`config.mk`:
```
export PLATFORM = sky130hd
export DESIGN_NAME = hilo_issue_queue_flat
export DESIGN_NICKNAME = d
export VERILOG_FILES = /design/src/rtl/hilo_issue_queue_if.sv /design/src/rtl/hilo_issue_queue.sv /design/src/flat_wrapper.sv
export SDC_FILE = /design/constraint.sdc
export NUM_CORES = 1
export LEC_CHECK = 0
export BUFFER_PORTS_ARGS = -buffer_cell sky130_fd_sc_hd__buf_2
export CAP_MARGIN = 0
export CELL_PAD_IN_SITES_DETAIL_PLACEMENT = 0
export CELL_PAD_IN_SITES_GLOBAL_PLACEMENT = 1
export CORE_UTILIZATION = 45
export CTS_CLUSTER_SIZE = 8
export DETAILED_ROUTE_END_ITERATION = 7
export GPL_ROUTABILITY_DRIVEN = 0
export HOLD_SLACK_MARGIN = 0.02
export PLACE_DENSITY_LB_ADDON = 0.1
export SLEW_MARGIN = 20
export SYNTH_ARGS = -nofsm -noshare
export SYNTH_HDL_FRONTEND = slang
export SYNTH_SLANG_ARGS = --single-unit
```
`constraint.sdc`:
```
create_clock -name clk -period 3.55 [get_ports clk]
set_input_delay 0.1775 -clock clk [delete_from_list [all_inputs] [get_ports clk]]
set_output_delay 0.1775 -clock clk [all_outputs]
set_load 0.02 [all_outputs]
```
`src/rtl/hilo_issue_queue_if.sv`:
```
// rtl/hilo_issue_queue_if.sv - dispatch/enqueue and HI/LO-unit issue bundle for hilo_issue_queue
`ifndef INST_STATE_WD
`define INST_STATE_WD 8
`endif

interface hilo_issue_queue_if #(
    parameter int ST_WD  = `INST_STATE_WD,
    parameter int TAG_WD = 6
);
    logic              enq_valid;
    logic              enq_ready;
    logic [11:0]       enq_op;
    logic [ST_WD-1:0]  enq_status;
    logic              enq_src1_rdy;
    logic [TAG_WD-1:0] enq_src1_tag;
    logic [31:0]       enq_src1;
    logic              enq_hilo_rdy;
    logic [63:0]       enq_hilo;
    logic              fu_busy;
    logic              issue;
    logic [11:0]       iss_op;
    logic [ST_WD-1:0]  iss_status;
    logic [31:0]       iss_rdata1;
    logic [63:0]       iss_rdata2;

    modport master (
        output enq_valid, enq_op, enq_status, enq_src1_rdy, enq_src1_tag, enq_src1,
               enq_hilo_rdy, enq_hilo, fu_busy,
        input  enq_ready, issue, iss_op, iss_status, iss_rdata1, iss_rdata2
    );

    modport slave (
        input  enq_valid, enq_op, enq_status, enq_src1_rdy, enq_src1_tag, enq_src1,
               enq_hilo_rdy, enq_hilo, fu_busy,
        output enq_ready, issue, iss_op, iss_status, iss_rdata1, iss_rdata2
    );
endinterface

```
`src/rtl/hilo_issue_queue.sv`:
```
// rtl/hilo_issue_queue.sv - in-order issue queue feeding the HI/LO unit; HILO_IQ_BYPASS_EN enables wakeup-to-issue bypass
`ifndef INST_STATE_WD
`define INST_STATE_WD 8
`endif

module hilo_issue_queue #(
    parameter int DEPTH  = 4,
    parameter int ST_WD  = `INST_STATE_WD,
    parameter int TAG_WD = 6
) (
    input  logic                     clk,
    input  logic                     resetn,
    input  logic                     flush,
    hilo_issue_queue_if.slave        q,
    input  logic                     cdb_valid,
    input  logic [TAG_WD-1:0]        cdb_tag,
    input  logic [31:0]              cdb_data,
    input  logic                     hilo_wb_valid,
    input  logic [63:0]              hilo_wb_data,
    output logic [$clog2(DEPTH):0]   count
);
    localparam int PW = $clog2(DEPTH);
    localparam int CW = PW + 1;

    logic [DEPTH-1:0]  valid_q;
    logic [DEPTH-1:0]  s1_rdy_q;
    logic [DEPTH-1:0]  hl_rdy_q;
    logic [11:0]       op_q  [DEPTH];
    logic [ST_WD-1:0]  st_q  [DEPTH];
    logic [TAG_WD-1:0] tag_q [DEPTH];
    logic [31:0]       s1_q  [DEPTH];
    logic [63:0]       hl_q  [DEPTH];
    logic [PW-1:0]     head_q;
    logic [PW-1:0]     tail_q;
    logic [CW-1:0]     count_q;

    logic        do_enq;
    logic        do_iss;
    logic        enq_cdb_hit;
    logic        head_s1_rdy;
    logic        head_hl_rdy;
    logic [31:0] head_s1;
    logic [63:0] head_hl;

    assign q.enq_ready  = (count_q != CW'(DEPTH)) & ~flush;
    assign do_enq       = q.enq_valid & q.enq_ready;
    assign enq_cdb_hit  = cdb_valid & ~q.enq_src1_rdy & (q.enq_src1_tag == cdb_tag);

`ifdef HILO_IQ_BYPASS_EN
    // Head may consume an operand straight off the wakeup bus in the cycle it arrives.
    logic head_cdb_hit;
    assign head_cdb_hit = cdb_valid & ~s1_rdy_q[head_q] & (tag_q[head_q] == cdb_tag);
    assign head_s1_rdy  = s1_rdy_q[head_q] | head_cdb_hit;
    assign head_hl_rdy  = hl_rdy_q[head_q] | hilo_wb_valid;
    assign head_s1      = s1_rdy_q[head_q] ? s1_q[head_q] : cdb_data;
    assign head_hl      = hl_rdy_q[head_q] ? hl_q[head_q] : hilo_wb_data;
`else
    assign head_s1_rdy  = s1_rdy_q[head_q];
    assign head_hl_rdy  = hl_rdy_q[head_q];
    assign head_s1      = s1_q[head_q];
    assign head_hl      = hl_q[head_q];
`endif

    assign do_iss       = valid_q[head_q] & head_s1_rdy & head_hl_rdy & ~q.fu_busy & ~flush;
    assign q.issue      = do_iss;
    assign q.iss_op     = do_iss ? op_q[head_q] : '0;
    assign q.iss_status = do_iss ? st_q[head_q] : '0;
    assign q.iss_rdata1 = do_iss ? head_s1 : '0;
    assign q.iss_rdata2 = do_iss ? head_hl : '0;
    assign count        = count_q;

    always_ff @(posedge clk or negedge resetn) begin
        if (!resetn) begin
            valid_q  <= '0;
            s1_rdy_q <= '0;
            hl_rdy_q <= '0;
            head_q   <= '0;
            tail_q   <= '0;
            count_q  <= '0;
            for (int i = 0; i < DEPTH; i++) begin
                op_q[i]  <= '0;
                st_q[i]  <= '0;
                tag_q[i] <= '0;
                s1_q[i]  <= '0;
                hl_q[i]  <= '0;
            end
        end else if (flush) begin
            valid_q <= '0;
            head_q  <= '0;
            tail_q  <= '0;
            count_q <= '0;
        end else begin
            for (int i = 0; i < DEPTH; i++) begin
                if (valid_q[i] && !s1_rdy_q[i] && cdb_valid && (tag_q[i] == cdb_tag)) begin
                    s1_rdy_q[i] <= 1'b1;
                    s1_q[i]     <= cdb_data;
                end
                if (valid_q[i] && !hl_rdy_q[i] && hilo_wb_valid) begin
                    hl_rdy_q[i] <= 1'b1;
                    hl_q[i]     <= hilo_wb_data;
                end
            end
            // Tail slot is never valid while enq_ready, so this cannot collide with the wakeup loop.
            if (do_enq) begin
                valid_q[tail_q]  <= 1'b1;
                op_q[tail_q]     <= q.enq_op;
                st_q[tail_q]     <= q.enq_status;
                tag_q[tail_q]    <= q.enq_src1_tag;
                s1_rdy_q[tail_q] <= q.enq_src1_rdy | enq_cdb_hit;
                s1_q[tail_q]     <= enq_cdb_hit ? cdb_data : q.enq_src1;
                hl_rdy_q[tail_q] <= q.enq_hilo_rdy | hilo_wb_valid;
                hl_q[tail_q]     <= (!q.enq_hilo_rdy && hilo_wb_valid) ? hilo_wb_data : q.enq_hilo;
                tail_q           <= tail_q + 1'b1;
            end
            if (do_iss) begin
                valid_q[head_q] <= 1'b0;
                head_q          <= head_q + 1'b1;
            end
            count_q <= count_q + CW'(do_enq) - CW'(do_iss);
        end
    end
endmodule
```
`src/flat_wrapper.sv`:
```
// flat-port wrapper written by rule: the top's interface ports become plain ports
module hilo_issue_queue_flat 
#(
    parameter int DEPTH  = 4,
    parameter int ST_WD  = `INST_STATE_WD,
    parameter int TAG_WD = 6
)
  (clk, resetn, flush, cdb_valid, cdb_tag, cdb_data, hilo_wb_valid, hilo_wb_data, count, q_enq_valid, q_enq_op, q_enq_status, q_enq_src1_rdy, q_enq_src1_tag, q_enq_src1, q_enq_hilo_rdy, q_enq_hilo, q_fu_busy, q_enq_ready, q_issue, q_iss_op, q_iss_status, q_iss_rdata1, q_iss_rdata2);
  hilo_issue_queue_if #(.ST_WD(ST_WD), .TAG_WD(TAG_WD)) q_i ();
  input  logic clk;
  input  logic resetn;
  input  logic flush;
  input  logic cdb_valid;
  input  logic [TAG_WD-1:0] cdb_tag;
  input  logic [31:0] cdb_data;
  input  logic hilo_wb_valid;
  input  logic [63:0] hilo_wb_data;
  output logic [$clog2(DEPTH):0] count;
  input wire logic [$bits(q_i.enq_valid)-1:0] q_enq_valid;
  input wire logic [$bits(q_i.enq_op)-1:0] q_enq_op;
  input wire logic [$bits(q_i.enq_status)-1:0] q_enq_status;
  input wire logic [$bits(q_i.enq_src1_rdy)-1:0] q_enq_src1_rdy;
  input wire logic [$bits(q_i.enq_src1_tag)-1:0] q_enq_src1_tag;
  input wire logic [$bits(q_i.enq_src1)-1:0] q_enq_src1;
  input wire logic [$bits(q_i.enq_hilo_rdy)-1:0] q_enq_hilo_rdy;
  input wire logic [$bits(q_i.enq_hilo)-1:0] q_enq_hilo;
  input wire logic [$bits(q_i.fu_busy)-1:0] q_fu_busy;
  output wire logic [$bits(q_i.enq_ready)-1:0] q_enq_ready;
  output wire logic [$bits(q_i.issue)-1:0] q_issue;
  output wire logic [$bits(q_i.iss_op)-1:0] q_iss_op;
  output wire logic [$bits(q_i.iss_status)-1:0] q_iss_status;
  output wire logic [$bits(q_i.iss_rdata1)-1:0] q_iss_rdata1;
  output wire logic [$bits(q_i.iss_rdata2)-1:0] q_iss_rdata2;
  assign q_i.enq_valid = q_enq_valid;
  assign q_i.enq_op = q_enq_op;
  assign q_i.enq_status = q_enq_status;
  assign q_i.enq_src1_rdy = q_enq_src1_rdy;
  assign q_i.enq_src1_tag = q_enq_src1_tag;
  assign q_i.enq_src1 = q_enq_src1;
  assign q_i.enq_hilo_rdy = q_enq_hilo_rdy;
  assign q_i.enq_hilo = q_enq_hilo;
  assign q_i.fu_busy = q_fu_busy;
  assign q_enq_ready = q_i.enq_ready;
  assign q_issue = q_i.issue;
  assign q_iss_op = q_i.iss_op;
  assign q_iss_status = q_i.iss_status;
  assign q_iss_rdata1 = q_i.iss_rdata1;
  assign q_iss_rdata2 = q_i.iss_rdata2;
  hilo_issue_queue #(.DEPTH(DEPTH), .ST_WD(ST_WD), .TAG_WD(TAG_WD)) u_core (.clk(clk), .resetn(resetn), .flush(flush), .q(q_i), .cdb_valid(cdb_valid), .cdb_tag(cdb_tag), .cdb_data(cdb_data), .hilo_wb_valid(hilo_wb_valid), .hilo_wb_data(hilo_wb_data), .count(count));
endmodule
```
[Yosys cells after proc, flatten, opt, wreduce, memory -nomap -nowiden]
Index checks and enable logic that the tools add are counted.
Widths: inputs -> output; s select.
Cells by class
  mux-type cells: 90
  bitwise gates (word level): 18
  $add $sub $neg: 4
  order comparisons: 7
  equality and inequality tests: 6
  reduce and logical (&&, ||, !) cells: 36
Operator list (count)
  $mux 64: 13
  $mux 32: 13
  $bwmux 256: 1
  $mux 256: 1
  $bmux 64 s2: 1
  $bwmux 128: 1
  $demux 64 s2: 1
  $mux 128: 1
  $bmux 32 s2: 1
  $demux 32 s2: 1
  $bwmux 48: 1
  $mux 12: 4
  $bwmux 32: 1
  $mux 8: 4
  $eq 6x6->1: 5
  $bmux 12 s2: 1
  $bwmux 24: 1
  $demux 12 s2: 1
  $logic_and 1x1->1: 24
  $mux 4: 6
  $mux 1: 21
  $bmux 8 s2: 1
  $demux 8 s2: 1
  $demux 6 s2: 1
  24 further kinds: 55
Storage, ports and cells
  output and inout port bits: 121
  flip-flop bits (word level): 507
  input port bits: 233

[Longest topological paths before layout]
  depth in word-level cells: 10
  gate-level depth with buffers: 16
  depth with buffers taken out: 13

[Worst setup path after synthesis]
No wires, ideal clock.
  kind: register to register
  start point: reg u_core.head_q[1]
  end point: reg u_core.count_q[2] (netlist: u_core.count[2])
  arrival time: 2860 ps
  setup time: 132 ps
  stages on the path, launching flop included: 17
  buffers on the path: 4
  data required time: 3418 ps
  clock period less this slack: 2992 ps
  slack: 558 ps
  path through: dfrtp_1 buf_2 nand3_1 and2_1 buf_2 nand2b_1 buf_2 clkbuf_1 inv_1 ha_1 inv_1 ha_1 inv_1 fa_1 xor2_1 xnor2_1 nor2_1
Between the ends
  longest elaborated chain between the ends: 8
Ends and longest elaborated chain
  start: declaration: RTL line hilo_issue_queue.sv:33  | logic [PW-1:0] head_q;
  start signal: assignment: RTL line hilo_issue_queue.sv:117  | head_q <= head_q + 1'b1;
  $bmux 1 s2, on equally long branches: RTL line hilo_issue_queue.sv:64, hilo_issue_queue.sv:58
  $mux 1, on equally long branches: RTL line hilo_issue_queue.sv:64, hilo_issue_queue.sv:58
  $and 1x1->1: RTL line hilo_issue_queue.sv:64  | assign do_iss = valid_q[head_q] & head_s1_rdy & head_hl_rdy & ~q.fu_busy & ~flush;
  $and 1x1->1 (*) (3 in a row): RTL line hilo_issue_queue.sv:64
  via q_issue: RTL line flat_wrapper.sv:29  | output wire logic [$bits(q_i.issue)-1:0] q_issue;
  $sub 3x1->3 (*): RTL line hilo_issue_queue.sv:119  | count_q <= count_q + CW'(do_enq) - CW'(do_iss);
  $mux 3 (*): RTL line hilo_issue_queue.sv:87  | end else if (flush) begin
  end signal: assignment: RTL line hilo_issue_queue.sv:119
  end: declaration: RTL line hilo_issue_queue.sv:35  | logic [CW-1:0] count_q;
The timed path passes the listed nets; every way through them passes the cells marked *. The select of a mux whose other input is x is not followed.
A chain may end at the register's enable or synchronous reset.

[Worst setup path after layout]
  start point: reg u_core.count_q[1] (netlist: u_core.count[1])
  end point: reg u_core.hl_q[37] (netlist name)
Between the ends
  longest elaborated chain between the ends: 4
Ends and longest elaborated chain
  $ne 3x3->1: RTL line hilo_issue_queue.sv:45  | assign q.enq_ready = (count_q != CW'(DEPTH)) & ~flush;
  $and 1x1->1: RTL line hilo_issue_queue.sv:45
  $and 1x1->1: RTL line hilo_issue_queue.sv:46  | assign do_enq = q.enq_valid & q.enq_ready;
  $mux 256: RTL line hilo_issue_queue.sv:104  | if (do_enq) begin
  end signal: indexed assignment: RTL line hilo_issue_queue.sv:100  | hl_q[i] <= hilo_wb_data;
  end signal: indexed assignment: RTL line hilo_issue_queue.sv:112  | hl_q[tail_q] <= (!q.enq_hilo_rdy && hilo_wb_valid) ? hilo_wb_data : q.enq_hilo;
  end: declaration: RTL line hilo_issue_queue.sv:32  | logic [63:0] hl_q [DEPTH];
Every way passes these cells.

==> results.yml <==
power_and_ir_drop:
  power.ir.vdd_worst_mv: 0.332
  pwr-share-seq: 0.444
  net-switching-power_mw: 6.07
  clock_power_share: 0.299
  sw_frac_of_total: 0.290
  power_per_cell_area_nw_per_um2: 606
  comb_power_share: 0.257
  static-leakage-power_nw: 16.9
  power_report.internal_total_mw: 14.8
route:
  total_length_of_routed_wires_um: 88300
  vias: 22333
  wl_per_cell_um: 22.7
  drt_pre_antenna_iters: 5
  count_of_routing_violations_after_the_opening_detailed_route_iteration: 1664
  drt-vias-per-instance: 5.73
  drt.antenna.violating_nets: 0
  remaining_drc_errors: 0
hold_path:
  min_path_type: "in -> reg"
  timing.hold.worst_endpoint: "u_core.s1_q[116]"
  timing.hold.worst.start: "q_enq_src1[20]"
  worst_hold_path.num_cells: 4
sta:
  fin_worst_skew_ns: 0.0137
  relSlewSlack: 0.281
  max_clock_freq_ghz: 0.315
  layout_worst_path_cycle_share: 0.893
  slew_violations: 0
  finalCriticalPeriod_ns: 3.17
  timing.setup.tns_ns: 0
  worst_pin_slew_ns: 1.08
  grt_setup_unrepaired: "no"
  report.final.setup_viol: 0
  count_of_endpoints_failing_hold_in_the_final_timing_report: 0
synth:
  synth-seq-cells: 507
  synth_cells: 2592
  synthDominantAreaCellType: "dfrtp_1"
  syn-num-nets: 2836
  synth_flop_cell: "dfrtp_1"
  synth.yosys.seq_area_share: 0.455
  synthDistinctLibCells: 56
  synth_area_leaders: "dfrtp_1, mux4_2, mux2i_1"
  postSynth.asyncResetShare: 1.00
  yosys_warnings: 0
  yosysMostFrequentCell: "nand2_1"
  netlist.area_leader.share: 0.455
  synth.top_cells.by_count: "nand2_1, dfrtp_1, mux2i_1"
  syn_area_per_cell_um2: 10.8
  netlist_area_um2: 27900
  synth_edf_count: 0
worst_setup_path:
  worst_path_largest_cell_delay_ns: 0.66
  worst-path-buf-inv: 1
  worst_r2r_endpoint: "u_core.hl_q[37]"
  critical-path-slowest-cell: "nand2_8"
  cp_cell_sequence: "or3b_1 > and3_2 > nand2_8 > mux2i_1 > dlygate4sd3_1 > o21ai_1"
  ff2ff_path_depth: 6
  reg2reg_from: "u_core.count[1]"
  cp.arrival_ns: 3.62
  critical_path_class: "reg -> reg"
  critPathTopFamily: "simple AND/OR/NAND/NOR gates"
  path_max_fanout: 64
  setup.worst_path.start_class: "register"
  reg2reg_setup_slack_ns: 0.38
  critical_path.endpoint_type: "register"
  worst_ep_required_time_ns: 4.00
cells_and_area:
  final_nets: 3344
  drive_above_1_share: 0.247
  finish.cell_count_without_fillers: 3897
  fillers: 5344
  syn2layout_area_growth_pct: 23.6
global_routing:
  global_route.overflow_total: 0
  grt_pass1_wl_um: 138000
  global_route.usage.total: 0.283
  antenna_found_initial: 6
  grt_start_max_net_pins: 129
  first_global_vias: 23860
floorplanning:
  initial_utilization: 0.459
  io-pin-count: 354
  floorplan.rows: 90
  die-area_um2: 63000
  core-area_um2: 60800
  die_h_um: 251
  dieWidth_um: 251
run:
  number_of_maximum_capacitance_violations: 0
cts:
  tritoncts: "done"
  cts.reportedPaths.clkPinSlew_ns: 0.05
  cts.path.max_buffers: 3
  tritoncts.num_buffers: 73
  clkSinkCount: 507
  h_tree_depth_reported_by_cts: 3
  worst_skew_pair.late_latency_ns: 0.61
  cts-resized-gates: 0
  clk_root_buffer_cell: "clkbuf_16"
run_status:
  outcome: "finished clean"
place:
  portBuffers: 353
  post-dp-hpwl_um: 50100
  placed_cells: 3556
==> registers in the layout, indices dropped and copies added (netlist names) <==
| name | flops |
|---|---|
| u_core.st_q | 32 |
| u_core.count | 3 |
| u_core.op_q | 48 |
| u_core.s1_q | 128 |
| u_core.hl_rdy_q | 4 |
| u_core.head_q | 2 |
| u_core.s1_rdy_q | 4 |
| u_core.tag_q | 24 |
| u_core.valid_q | 4 |
| u_core.tail_q | 2 |
| u_core.hl_q | 256 |
==> final cells by class <==
cell class                 count  area (um^2)  area share
antenna                        5         12.5    0.000363
clock buffer                  78         1870      0.0541
clock inverter                 7         80.1     0.00232
inverter                      14         52.6     0.00152
multi-input combinational   1848        13900       0.404
sequential                   507        12700       0.368
tap                          782          978      0.0284
timing repair buffer         656         4870       0.141
==> power groups by stage <==
| stage | clock, mW | sequential (mW) | combinational [mW] |
|---|---|---|---|
| after floorplan | 0 | 8.90 | 4.03 |
| after global placement | 0 | 9.19 | 4.96 |
| after detailed placement | 0 | 9.31 | 5.14 |
| after CTS | 6.38 | 9.25 | 5.40 |
| after global routing | 6.59 | 9.51 | 5.99 |
| final | 6.24 | 9.28 | 5.37 |
==> cells by family after synthesis <==
| logic type | share of synthesized area |
|---|---|
| buffers and inverters | 0.0480 |
| DFF | 0.455 |
| xor gates and xnor gates | 0.0107 |
| muxes | 0.210 |
| AOI/OAI and AO/OA | 0.115 |
| and+or+nand+nor | 0.156 |
| adders and majority gates | 0.00520 |
==> tightest hold or removal path: stages <==
cell and delay, ns:
buf_2 0.08, nor2_1 0.05, mux2i_4 0.18, o21a_1 0.13
==> cells in the final DEF, fill, tap and decap left out, drive strengths merged, types with 3 or more instances in the layout <==
cell type      n
nand2        577
dfrtp        507
buf          405
mux2i        288
o21ai        256
dlygate4sd3  251
nor2b        120
mux4         116
nor2          88
clkbuf        78
or3           76
o221a         76
o32a          48
o21a          48
or2           31
xor2          25
inv           17
ha            10
xnor2          9
nand3          9
nand4          7
nand3b         6
nor3           6
diode          5
a211oi         5
a21oi          5
a21o           5
and4b          4
o22a           4
and3           4
clkinv         4
nor4           4
a22oi          3
a221oi         3
==> metal layers <==
metal  vias to the layer above  part of all wire  global-route usage
met1                     11336              0.44               0.382
li1                      10172                 -                   -
met4                         2             0.022              0.0841
met2                       691              0.49               0.470
met5                         -           0.00019                   0
met3                       132             0.054              0.0470
==> timing repair <==
item                                   4_1_cts  5_1_grt
hold buffers                               251        0
endpoints found under the hold margin      510        0
buffers inserted                             0        0
==> worst max-delay path by stage <==
stage                     startpoint               end  slack (ns)  depth (start not counted)
detailed placement  u_core.head_q[0]   u_core.count[2]        0.79                         13
global route         u_core.count[1]  u_core.hl_q[131]        0.27                          7
finish               u_core.count[1]   u_core.hl_q[37]        0.38                          6
floorplan           u_core.head_q[1]   u_core.count[2]        0.56                         16
CTS                  u_core.count[1]   u_core.hl_q[33]        0.41                          6
global placement    u_core.head_q[0]   u_core.count[2]        0.75                         13
==> metrics by stage <==
stage | total power, mW | utilization | instance area [um^2] | worst slack (ns) | hold slack [ns]
final | 20.9 | 0.567 | 34500 | 0.380 | 0.0531
after detailed placement | 14.4 | 0.493 | 30000 | 0.793 | 0.271
after global placement | 14.2 | 0.493 | 30000 | 0.753 | 0.267
after global routing | 22.1 | 0.567 | 34500 | 0.266 | 0.0410
after CTS | 21.0 | 0.567 | 34500 | 0.406 | 0.0230
after floorplan | 12.9 | - | 27900 | 0.558 | -0.118
(Power assumes the default switching activity.)
